File: src/rtl/tick_display_pkg.sv
// Shared constants for the tick-driven BCD counter and its seven-segment scan.
// Segment codes are active-low {g,f,e,d,c,b,a}; dp is added by the display mux.
package tick_display_pkg;

  localparam int NUM_DIGITS = 4;

  typedef logic [3:0] nibble_t;
  typedef logic [6:0] seg7_t;

  localparam seg7_t SEG_0     = 7'b1000000;
  localparam seg7_t SEG_1     = 7'b1111001;
  localparam seg7_t SEG_2     = 7'b0100100;
  localparam seg7_t SEG_3     = 7'b0110000;
  localparam seg7_t SEG_4     = 7'b0011001;
  localparam seg7_t SEG_5     = 7'b0010010;
  localparam seg7_t SEG_6     = 7'b0000010;
  localparam seg7_t SEG_7     = 7'b1111000;
  localparam seg7_t SEG_8     = 7'b0000000;
  localparam seg7_t SEG_9     = 7'b0010000;
  localparam seg7_t SEG_BLANK = 7'b1111111;

  function automatic seg7_t seg_code(input nibble_t d);
    case (d)
      4'd0:    seg_code = SEG_0;
      4'd1:    seg_code = SEG_1;
      4'd2:    seg_code = SEG_2;
      4'd3:    seg_code = SEG_3;
      4'd4:    seg_code = SEG_4;
      4'd5:    seg_code = SEG_5;
      4'd6:    seg_code = SEG_6;
      4'd7:    seg_code = SEG_7;
      4'd8:    seg_code = SEG_8;
      4'd9:    seg_code = SEG_9;
      default: seg_code = SEG_BLANK;
    endcase
  endfunction

endpackage

File: src/rtl/tick_bcd_display_bcd_decade.sv
// One BCD digit (0-9) that steps up or down when enabled by step & cin.
// cout includes cin so a chain of decades ripples carry/borrow.
module bcd_decade
  import tick_display_pkg::*;
(
  input  logic    clk,
  input  logic    rst,
  input  logic    step,
  input  logic    dir,
  input  logic    clr,
  input  logic    cin,
  output nibble_t q,
  output logic    cout
);

  nibble_t q_q, q_d;
  logic    term;

  assign term = dir ? (q_q >= 4'd9) : (q_q == 4'd0);
  assign cout = cin & term;
  assign q    = q_q;

  always_comb begin
    q_d = q_q;
    if (clr)
      q_d = 4'd0;
    else if (step && cin) begin
      if (dir) q_d = (q_q >= 4'd9) ? 4'd0 : q_q + 4'd1;
      else     q_d = (q_q == 4'd0) ? 4'd9 : q_q - 4'd1;
    end
  end

  always_ff @(posedge clk or posedge rst) begin
    if (rst) q_q <= 4'd0;
    else     q_q <= q_d;
  end

endmodule

File: src/rtl/tick_bcd_display.sv
// 4-digit BCD counter advanced by rising edges of an asynchronous slow_clk level,
// shown on a multiplexed common-anode display. Define BLANK_LEADING_ZERO_EN to blank leading zeros.
module tick_bcd_display
  import tick_display_pkg::*;
#(
  parameter int SCAN_DIV = 17
) (
  input  logic        clk,
  input  logic        rst,
  input  logic        slow_clk,
  input  logic        en,
  input  logic        dir,
  input  logic        clr,
  output logic [15:0] bcd,
  output logic        wrap,
  output logic [7:0]  seg,
  output logic [3:0]  an
);

  logic s1_q, s2_q, s3_q;
  logic tick, step;
  logic wrap_q, wrap_d;
  logic [SCAN_DIV-1:0] scan_q;
  logic [1:0] sel;
  logic [7:0] seg_q, seg_d;
  logic [3:0] an_q, an_d;
  logic [NUM_DIGITS:0] carry;
  logic [NUM_DIGITS-1:0][3:0] digit;
  logic blank;

  // slow_clk is data: s1/s2 resolve metastability, s3 gives the edge reference
  always_ff @(posedge clk or posedge rst) begin
    if (rst) begin
      s1_q <= 1'b0;
      s2_q <= 1'b0;
      s3_q <= 1'b0;
    end else begin
      s1_q <= slow_clk;
      s2_q <= s1_q;
      s3_q <= s2_q;
    end
  end

  assign tick     = s2_q & ~s3_q;
  assign step     = tick & en;
  assign carry[0] = 1'b1;

  for (genvar g = 0; g < NUM_DIGITS; g++) begin : g_dec
    bcd_decade u_dec (
      .clk  (clk),
      .rst  (rst),
      .step (step),
      .dir  (dir),
      .clr  (clr),
      .cin  (carry[g]),
      .q    (digit[g]),
      .cout (carry[g+1])
    );
  end

  assign bcd    = digit;
  assign wrap_d = ~clr & step & carry[NUM_DIGITS];

  always_ff @(posedge clk or posedge rst) begin
    if (rst) begin
      wrap_q <= 1'b0;
      scan_q <= '0;
    end else begin
      wrap_q <= wrap_d;
      scan_q <= scan_q + 1'b1;
    end
  end

  assign wrap = wrap_q;
  assign sel  = scan_q[SCAN_DIV-1 -: 2];

`ifdef BLANK_LEADING_ZERO_EN
  logic [NUM_DIGITS-1:0] lead_zero;
  always_comb begin
    lead_zero = '0;
    lead_zero[NUM_DIGITS-1] = (digit[NUM_DIGITS-1] == 4'd0);
    for (int i = NUM_DIGITS - 2; i >= 0; i--)
      lead_zero[i] = lead_zero[i+1] & (digit[i] == 4'd0);
  end
  // ones digit always shows, so a zero count reads "   0"
  assign blank = (sel != 2'd0) & lead_zero[sel];
`else
  assign blank = 1'b0;
`endif

  always_comb begin
    seg_d = {1'b1, blank ? SEG_BLANK : seg_code(digit[sel])};
    an_d  = ~(4'b0001 << sel);
  end

  always_ff @(posedge clk or posedge rst) begin
    if (rst) begin
      seg_q <= 8'hFF;
      an_q  <= 4'hF;
    end else begin
      seg_q <= seg_d;
      an_q  <= an_d;
    end
  end

  assign seg = seg_q;
  assign an  = an_q;

endmodule

File: config.mk
export PLATFORM = sky130hd
export DESIGN_NAME = tick_bcd_display
export DESIGN_NICKNAME = d
export VERILOG_FILES = /design/src/rtl/tick_display_pkg.sv /design/src/rtl/tick_bcd_display_bcd_decade.sv /design/src/rtl/tick_bcd_display.sv
export SDC_FILE = /design/constraint.sdc
export NUM_CORES = 1
export LEC_CHECK = 0
export CAP_MARGIN = 20
export CORE_MARGIN = 10
export CORE_UTILIZATION = 40
export DETAILED_ROUTE_END_ITERATION = 16
export SKIP_CTS_REPAIR_TIMING = 1
export SLEW_MARGIN = 25
export SYNTH_ARGS = -nofsm -noshare
export SYNTH_HDL_FRONTEND = slang
export SYNTH_SLANG_ARGS = --single-unit
export TNS_END_PERCENT = 50
File: constraint.sdc
create_clock -name clk -period 2.3 [get_ports clk]
set_input_delay 0.46 -clock clk [delete_from_list [all_inputs] [get_ports clk]]
set_output_delay 0.46 -clock clk [all_outputs]
set_load 0.01 [all_outputs]
==> out/metrics.sh <==
YOSYS_WARNINGS=0
NUMBER_OF_ANTENNA_VIOLATIONS_AT_THE_FIRST_CHECK_IN_GLOBAL_ROUTING=0
N_ANTENNA_CELL=0
SYN_NETS=321
PERIOD_SHARE_PCT=93.41
H-TREE-DEPTH=2
NUM_VIAS=2269
WORST_SETUP_HOLD_PATH_CLK_SLEW_NS=0.09
CRITPATHLAUNCH='g_dec[0].u_dec.q[0]$_DFFE_PP0P_'
CORE_UM2=6907
CRIT_PATH_CAPTURE_TYPE='register'
WORST-ENDPOINT-ARRIVAL_NS=2.39
DIE_AREA_UM2=10980
NUMBER_OF_PORT_BUFFERS=33
AREA_USED_BY_MULTI_INPUT_COMBINATIONAL_LOGIC_UM2=1508
SYNTH-EDFF-COUNT=0
IR_WORST_VDD_uV=298.1
SYNTH.YOSYS.SEQ_AREA_SHARE_PCT=42.24
SYNTH-SEQ-CELLS=48
CTS_MADE_BUFFERS=5
NUMBER_OF_GLOBAL_ROUTE_VIAS_BEFORE_REPAIR=2274
WIRE_PER_INST_UM=14.71
REGAREA_UM2=1215
AREA_GROWTH_SYN_TO_LAYOUT_PCT=23.58
VIAS_PER_CELL=5.180
HOLD_VIOLATIONS=0
PWR_DENSITY_CELL_nW_PER_UM2=532.7
WL_MM=6.442
DRV_CAP=0
FLOORPLAN.DIE.HEIGHT_UM=104.8
SETUP_VIOL=0
REPLACE_CONGESTION=0.8383
POST-ROUTE-MIN-PERIOD_NS=2.148
AVERAGE_SIZE_OF_A_MAPPED_CELL_UM2=9.817
POST_SYNTH_INSTANCE_AREA_UM2=2877
STATUS='completed'
CRITICAL_PATH_CLASS='reg -> reg'
WORSTSETUPSTARTPOINTTYPE='register'
GRT_START_MAX_NET_PINS=29
DESIGN.FINAL.NETS=369
DETAILEDPLACE.WORSTSLACK_NS=-0.02673
SETUP_SKEW_NS=0.01022
WORST_R2R_PATH_DEPTH=7
WORST_HOLD_SLACK_NS=0.3698
SETUP_REPAIR_AFTER_GLOBAL_ROUTING_MISSED_ITS_MARGIN='false'
CRITICAL_PATH.MAX_FANOUT=8
POST_ROUTE_CELLS_DRIVE_ABOVE_1_SHARE_PCT=15.79
YS_TYPES=51
WORST_SKEW_PAIR.LATE_LATENCY_NS=0.30
CTS_NUM_SINKS=48
YS_DOMINANT_REG_CELL='sky130_fd_sc_hd__dfrtp_1'
FINALCOREUTILIZATION_PCT=51.47
ROUTE.DETAILED.DRC=0
DRTANTENNAVIOLNETS=0
FIRST_PASS_GRT_WIRE_LENGTH_MM=11.21
INITIAL_UTILIZATION_PCT=41.65
REGTOREGENDPOINT='g_dec[3].u_dec.q[3]$_DFFE_PP0P_'
DIEWIDTH_UM=104.8
DRT_PASS1_ITERATIONS=4
SYN-INSTANCE-COUNT=293
IO-PIN-COUNT=35
DP_HPWL_MM=4.854
FINAL_MAX_SLEW_VIOL_COUNT=0
TRITONCTS='done'
FILL_CELL_COUNT=653
OVERFLOW_LEFT_AFTER_GLOBAL_ROUTING=0
TIMING.REG2REG.SETUP_SLACK_NS=0.15
SYNTHARSTFLOPSHARE_PCT=100.0
CLOCK-ROOT-BUFFER='sky130_fd_sc_hd__clkbuf_8'
POSTLAYOUTSETUPSLACKWORST_NS=0.1517
TIMING.HOLD.WORST.CLASS='reg -> reg'
MAX_FREQ_MHz=465.5
REG2REG_FROM='g_dec[0].u_dec.q[0]$_DFFE_PP0P_'
DRT_ITER0_DRC=129
GLOBAL_ROUTE.USAGE.TOTAL_PCT=11.99
CTS-ROOT-TO-SINK-BUFFERS=2
WORST_EP_REQUIRED_TIME_NS=2.55
CRIT_END='g_dec[3].u_dec.q[3]$_DFFE_PP0P_'
POWER.STATIC_LEAKAGE_nW=1.521
FP-ROW-COUNT=30
-- placed cells by master (no fill, tap or decap), drive strengths merged, types with 2 or more instances in the layout --
cell type	n
o21ai	17
dfrtp	37
xnor2	14
o31ai	2
nor3b	3
inv	22
a21boi	3
ha	22
o21bai	4
buf	22
or3b	2
a311oi	2
nor2	25
and2	2
mux4	5
xor2	3
a221oi	3
or2	2
nand3	11
clkdlybuf4s50	33
and3	4
clkbuf	6
nand4	4
nor3	8
dfstp	11
a211oi	11
a21oi	12
a31oi	3
nand2	21
nand2b	5
mux2i	5
-- per-stage QoR --
step                      power, mW  instance area [um2]  TNS [ns]  std cells
after floorplan               1.121                 2877         0        293
after global placement        1.264                 3433         0        430
after detailed placement      1.269                 3433  -0.05462        430
after CTS                     1.919                 3555         0        438
after global routing          1.991                 3555         0        438
final                         1.894                 3555         0        438
-- routing by layer --
layer  up-vias  global-route usage (%)  wire length [um]
met4         0                   3.137                62
met1      1087                   16.00              3056
met3         4                   2.887               318
met5         -                       0                 0
li1       1121                       -                 -
met2        57                   18.95              3005
-- logic make-up after synthesis --
kind of cell	after synthesis	share of synthesized area [%]
AND/OR/NAND/NOR	93	16.27
AO/OA/AOI/OAI	66	15.62
flip-flops	48	42.24
buffers and inverters	36	5.350
adder cells (fa/ha/maj)	22	9.569
XOR/XNOR	17	5.176
multiplexers	10	5.655
other	1	0.1304
-- worst min-delay path by stage --
stage                endpoint      startpoint  cells past startpoint
2_1_floorplan  s2_q$_DFF_PP0_  s1_q$_DFF_PP0_                      0
6_report       s2_q$_DFF_PP0_  s1_q$_DFF_PP0_                      0
3_3_place_gp   s2_q$_DFF_PP0_  s1_q$_DFF_PP0_                      0
5_1_grt        s2_q$_DFF_PP0_  s1_q$_DFF_PP0_                      0
3_5_place_dp   s2_q$_DFF_PP0_  s1_q$_DFF_PP0_                      0
4_1_cts        s2_q$_DFF_PP0_  s1_q$_DFF_PP0_                      0
-- Yosys cell counts (4+ instances only) --
master	n	area, um2
sky130_fd_sc_hd__o21ai_0	16	80.08
sky130_fd_sc_hd__a211oi_1	11	82.58
sky130_fd_sc_hd__clkbuf_1	8	30.03
sky130_fd_sc_hd__dfrtp_1	37	925.9
sky130_fd_sc_hd__nor3_1	8	40.04
sky130_fd_sc_hd__nand2b_1	5	31.28
sky130_fd_sc_hd__mux4_2	5	112.6
sky130_fd_sc_hd__nand4_1	4	25.02
sky130_fd_sc_hd__and3_1	4	25.02
sky130_fd_sc_hd__nor2_1	25	93.84
sky130_fd_sc_hd__mux2i_1	5	50.05
sky130_fd_sc_hd__nand3_1	11	55.05
sky130_fd_sc_hd__xnor2_1	14	122.6
sky130_fd_sc_hd__dfstp_2	11	289.0
sky130_fd_sc_hd__inv_1	22	82.58
sky130_fd_sc_hd__nand2_1	21	78.83
sky130_fd_sc_hd__o21bai_1	4	30.03
sky130_fd_sc_hd__a21oi_1	12	60.06
sky130_fd_sc_hd__ha_1	22	275.3
-- where the power goes --
part	total [mW]	internal [mW]	leakage, nW	switching, mW
Combinational	0.348	0.169	0.854	0.179
Sequential	0.902	0.879	0.606	0.0228
Clock	0.644	0.356	0.0614	0.288
-- sequential cells by signal, summed over array words and instances, names as in the netlist --
signal,cells
an,4
g_dec.u_dec.q,16
s1_q,1
s2_q,1
s3_q,1
scan_q,17
seg,7
wrap,1
-- final cells by class --
cell class	count	area share [%]
clock inverter	2	1.091
sequential	48	34.18
tap	96	3.379
inverter	22	2.323
timing repair buffer	55	14.29
multi-input combinational	209	42.41
clock buffer	6	2.323
-- worst max-delay path, stage by stage (launching register included) --
cell,delay (ns)
sky130_fd_sc_hd__dfrtp_1,0.43
sky130_fd_sc_hd__inv_1,0.10
sky130_fd_sc_hd__ha_1,0.20
sky130_fd_sc_hd__nor3b_2,0.35
sky130_fd_sc_hd__a22o_1,0.28
sky130_fd_sc_hd__o2111a_1,0.37
sky130_fd_sc_hd__a21boi_0,0.24
sky130_fd_sc_hd__o21a_1,0.13
(Power assumes the default switching activity.)
==> RTL change (config.mk and constraints unchanged) <==
Set the parameter `SCAN_DIV` to 34 (it was 17).
--- a/src/rtl/tick_bcd_display.sv
+++ b/src/rtl/tick_bcd_display.sv
@@ -4,5 +4,5 @@
   import tick_display_pkg::*;
 #(
-  parameter int SCAN_DIV = 17
+  parameter int SCAN_DIV = 34
 ) (
   input  logic        clk,
Function: same outputs for any inputs over 10 cycles, from zero or initial values and one cycle with rst high; that may be too few to reach the edited logic, so the function may still have changed.
==> RTL change against the unedited design <==
Sequential power increased by 32%. Die area increased by 25%. Critical endpoint unchanged. Power increased by 38%. Highest routed layer unchanged. Sequential cell count increased by 17. Critical path depth increased by 1. Critical path type unchanged. Routed wire length increased by 22%. Synthesized area increased by 31%. Global-route usage increased by 0.54 points. Non-clock buffer count increased by 7. Final area increased by 30%. Setup slack improved by 35 ps. Clock skew increased by 2.7 ps. Clock power increased by 71%.
==> RTL change: results (changes against the unedited design) <==
Worst setup path
  • R2R setup slack: 190 ps (was 150 ps)
  • Crit-path leading delay family: simple AND/OR/NAND/NOR gates (was compound AO/OA/AOI/OAI gates)
  • Critical R2R Launch: g_dec[1].u_dec.q[0] (was g_dec[0].u_dec.q[0])
  • Cells on worst reg2reg path: 8 (was 7)

Finish
  • ClkCell Share: 4.863% (was 3.414%)
  • Multi-input gate share of total cell area: 42.62% (was 42.41%)
  • Non-clk invs: 21 (was 22)
  • Multi-input gates: 261 (was 209)
  • Clkbuf count: 13 (was 6)
  • Nonclk buf count: 62 (was 55)
  • Post-layout net count: 448 (was 369)
  • Seq/total area: 35.62% (was 34.18%)
  • Layout cell share with drive strength beyond 1: 19.29% (was 15.79%)
  • Area Overhead vs Synth: 22.01% (was 23.58%)
  • Signal buf overhead: 12.17% (was 14.29%)

Detailed routing
  • DR vias: 2,736 (was 2,269)
  • DRT iter0 DRCs: 122 (was 129)
  • WL/cell: 14.61 um (was 14.71 um)

Placed design
  • Instance area after placement: 4375 sq um (was 3433 sq um)
  • DP Wirelength: 5823 um (was 4854 um)

Pwr
  • Leakage: 2.014 nW (was 1.521 nW)
  • Switch Pwr: 0.6147 mW (was 0.4900 mW)
  • Sequential power share: 45.7% (was 47.6%)
  • Power Dens Cells: 566.7 nW/um^2 (was 532.7 nW/um^2)

Synth
  • Post-synth top cells: 54 x dfrtp_1, 32 x nor2_1, 27 x nand2_1 (was 37 x dfrtp_1, 25 x nor2_1, 22 x ha_1, 22 x inv_1, 21 x nand2_1)
  • Fraction of the mapped netlist area in compound gates: 9.446% (was 15.62%)
  • Post-Synth Adder-Cell Area: 7.292% (was 9.569%)
  • Syn_area_per_cell: 10.40 sq um (was 9.817 sq um)
  • Synth area leaders: dfrtp_1 36%, dfstp_2 7.7%, ha_1 7.3% (was dfrtp_1 32%, dfstp_2 10%, ha_1 9.6%)

Timing
  • WHS: 354.4 ps (was 369.8 ps)

Global routing
  • GR Util met1: 16.49% (was 16.00%)
  • Number of global-route vias before repair: 2,818 (was 2,274)
  • First-pass GRT wire length: 13,680 um (was 11,210 um)
  • Met2 Usage GRT: 19.42% (was 18.95%)
  • GR Util All Layers: 12.53% (was 11.99%)

Status
  • Status: completed (unchanged)

CTS
  • Clock latency on the worst-skew pair: 340 ps (was 300 ps)
  • CTS Buf Count: 9 (was 5)
  • CTS H-tree lvls: 3 (was 2)
  • Clk sinks: 65 (was 48)
RTL change: layer usage:
metal | share of wire, % | routed length [um]
met2 | 46 | 3590
met1 | 49 | 3801
met4 | 1.3 | 100
met3 | 4.3 | 339
met5 | 0 | 0
RTL change: worst max-delay path by stage:
stage / start / end / slack (ps) / cells past startpoint
2_1_floorplan: rst / g_dec[0].u_dec.q[0] / 230 / 1
3_5_place_dp: dir / g_dec[3].u_dec.q[3] / -60 / 8
3_3_place_gp: dir / g_dec[3].u_dec.q[3] / -30 / 8
6_report: g_dec[1].u_dec.q[0] / g_dec[3].u_dec.q[3] / 190 / 8
5_1_grt: g_dec[1].u_dec.q[0] / g_dec[2].u_dec.q[0] / 50 / 8
4_1_cts: g_dec[2].u_dec.q[0] / g_dec[3].u_dec.q[3] / 130 / 8
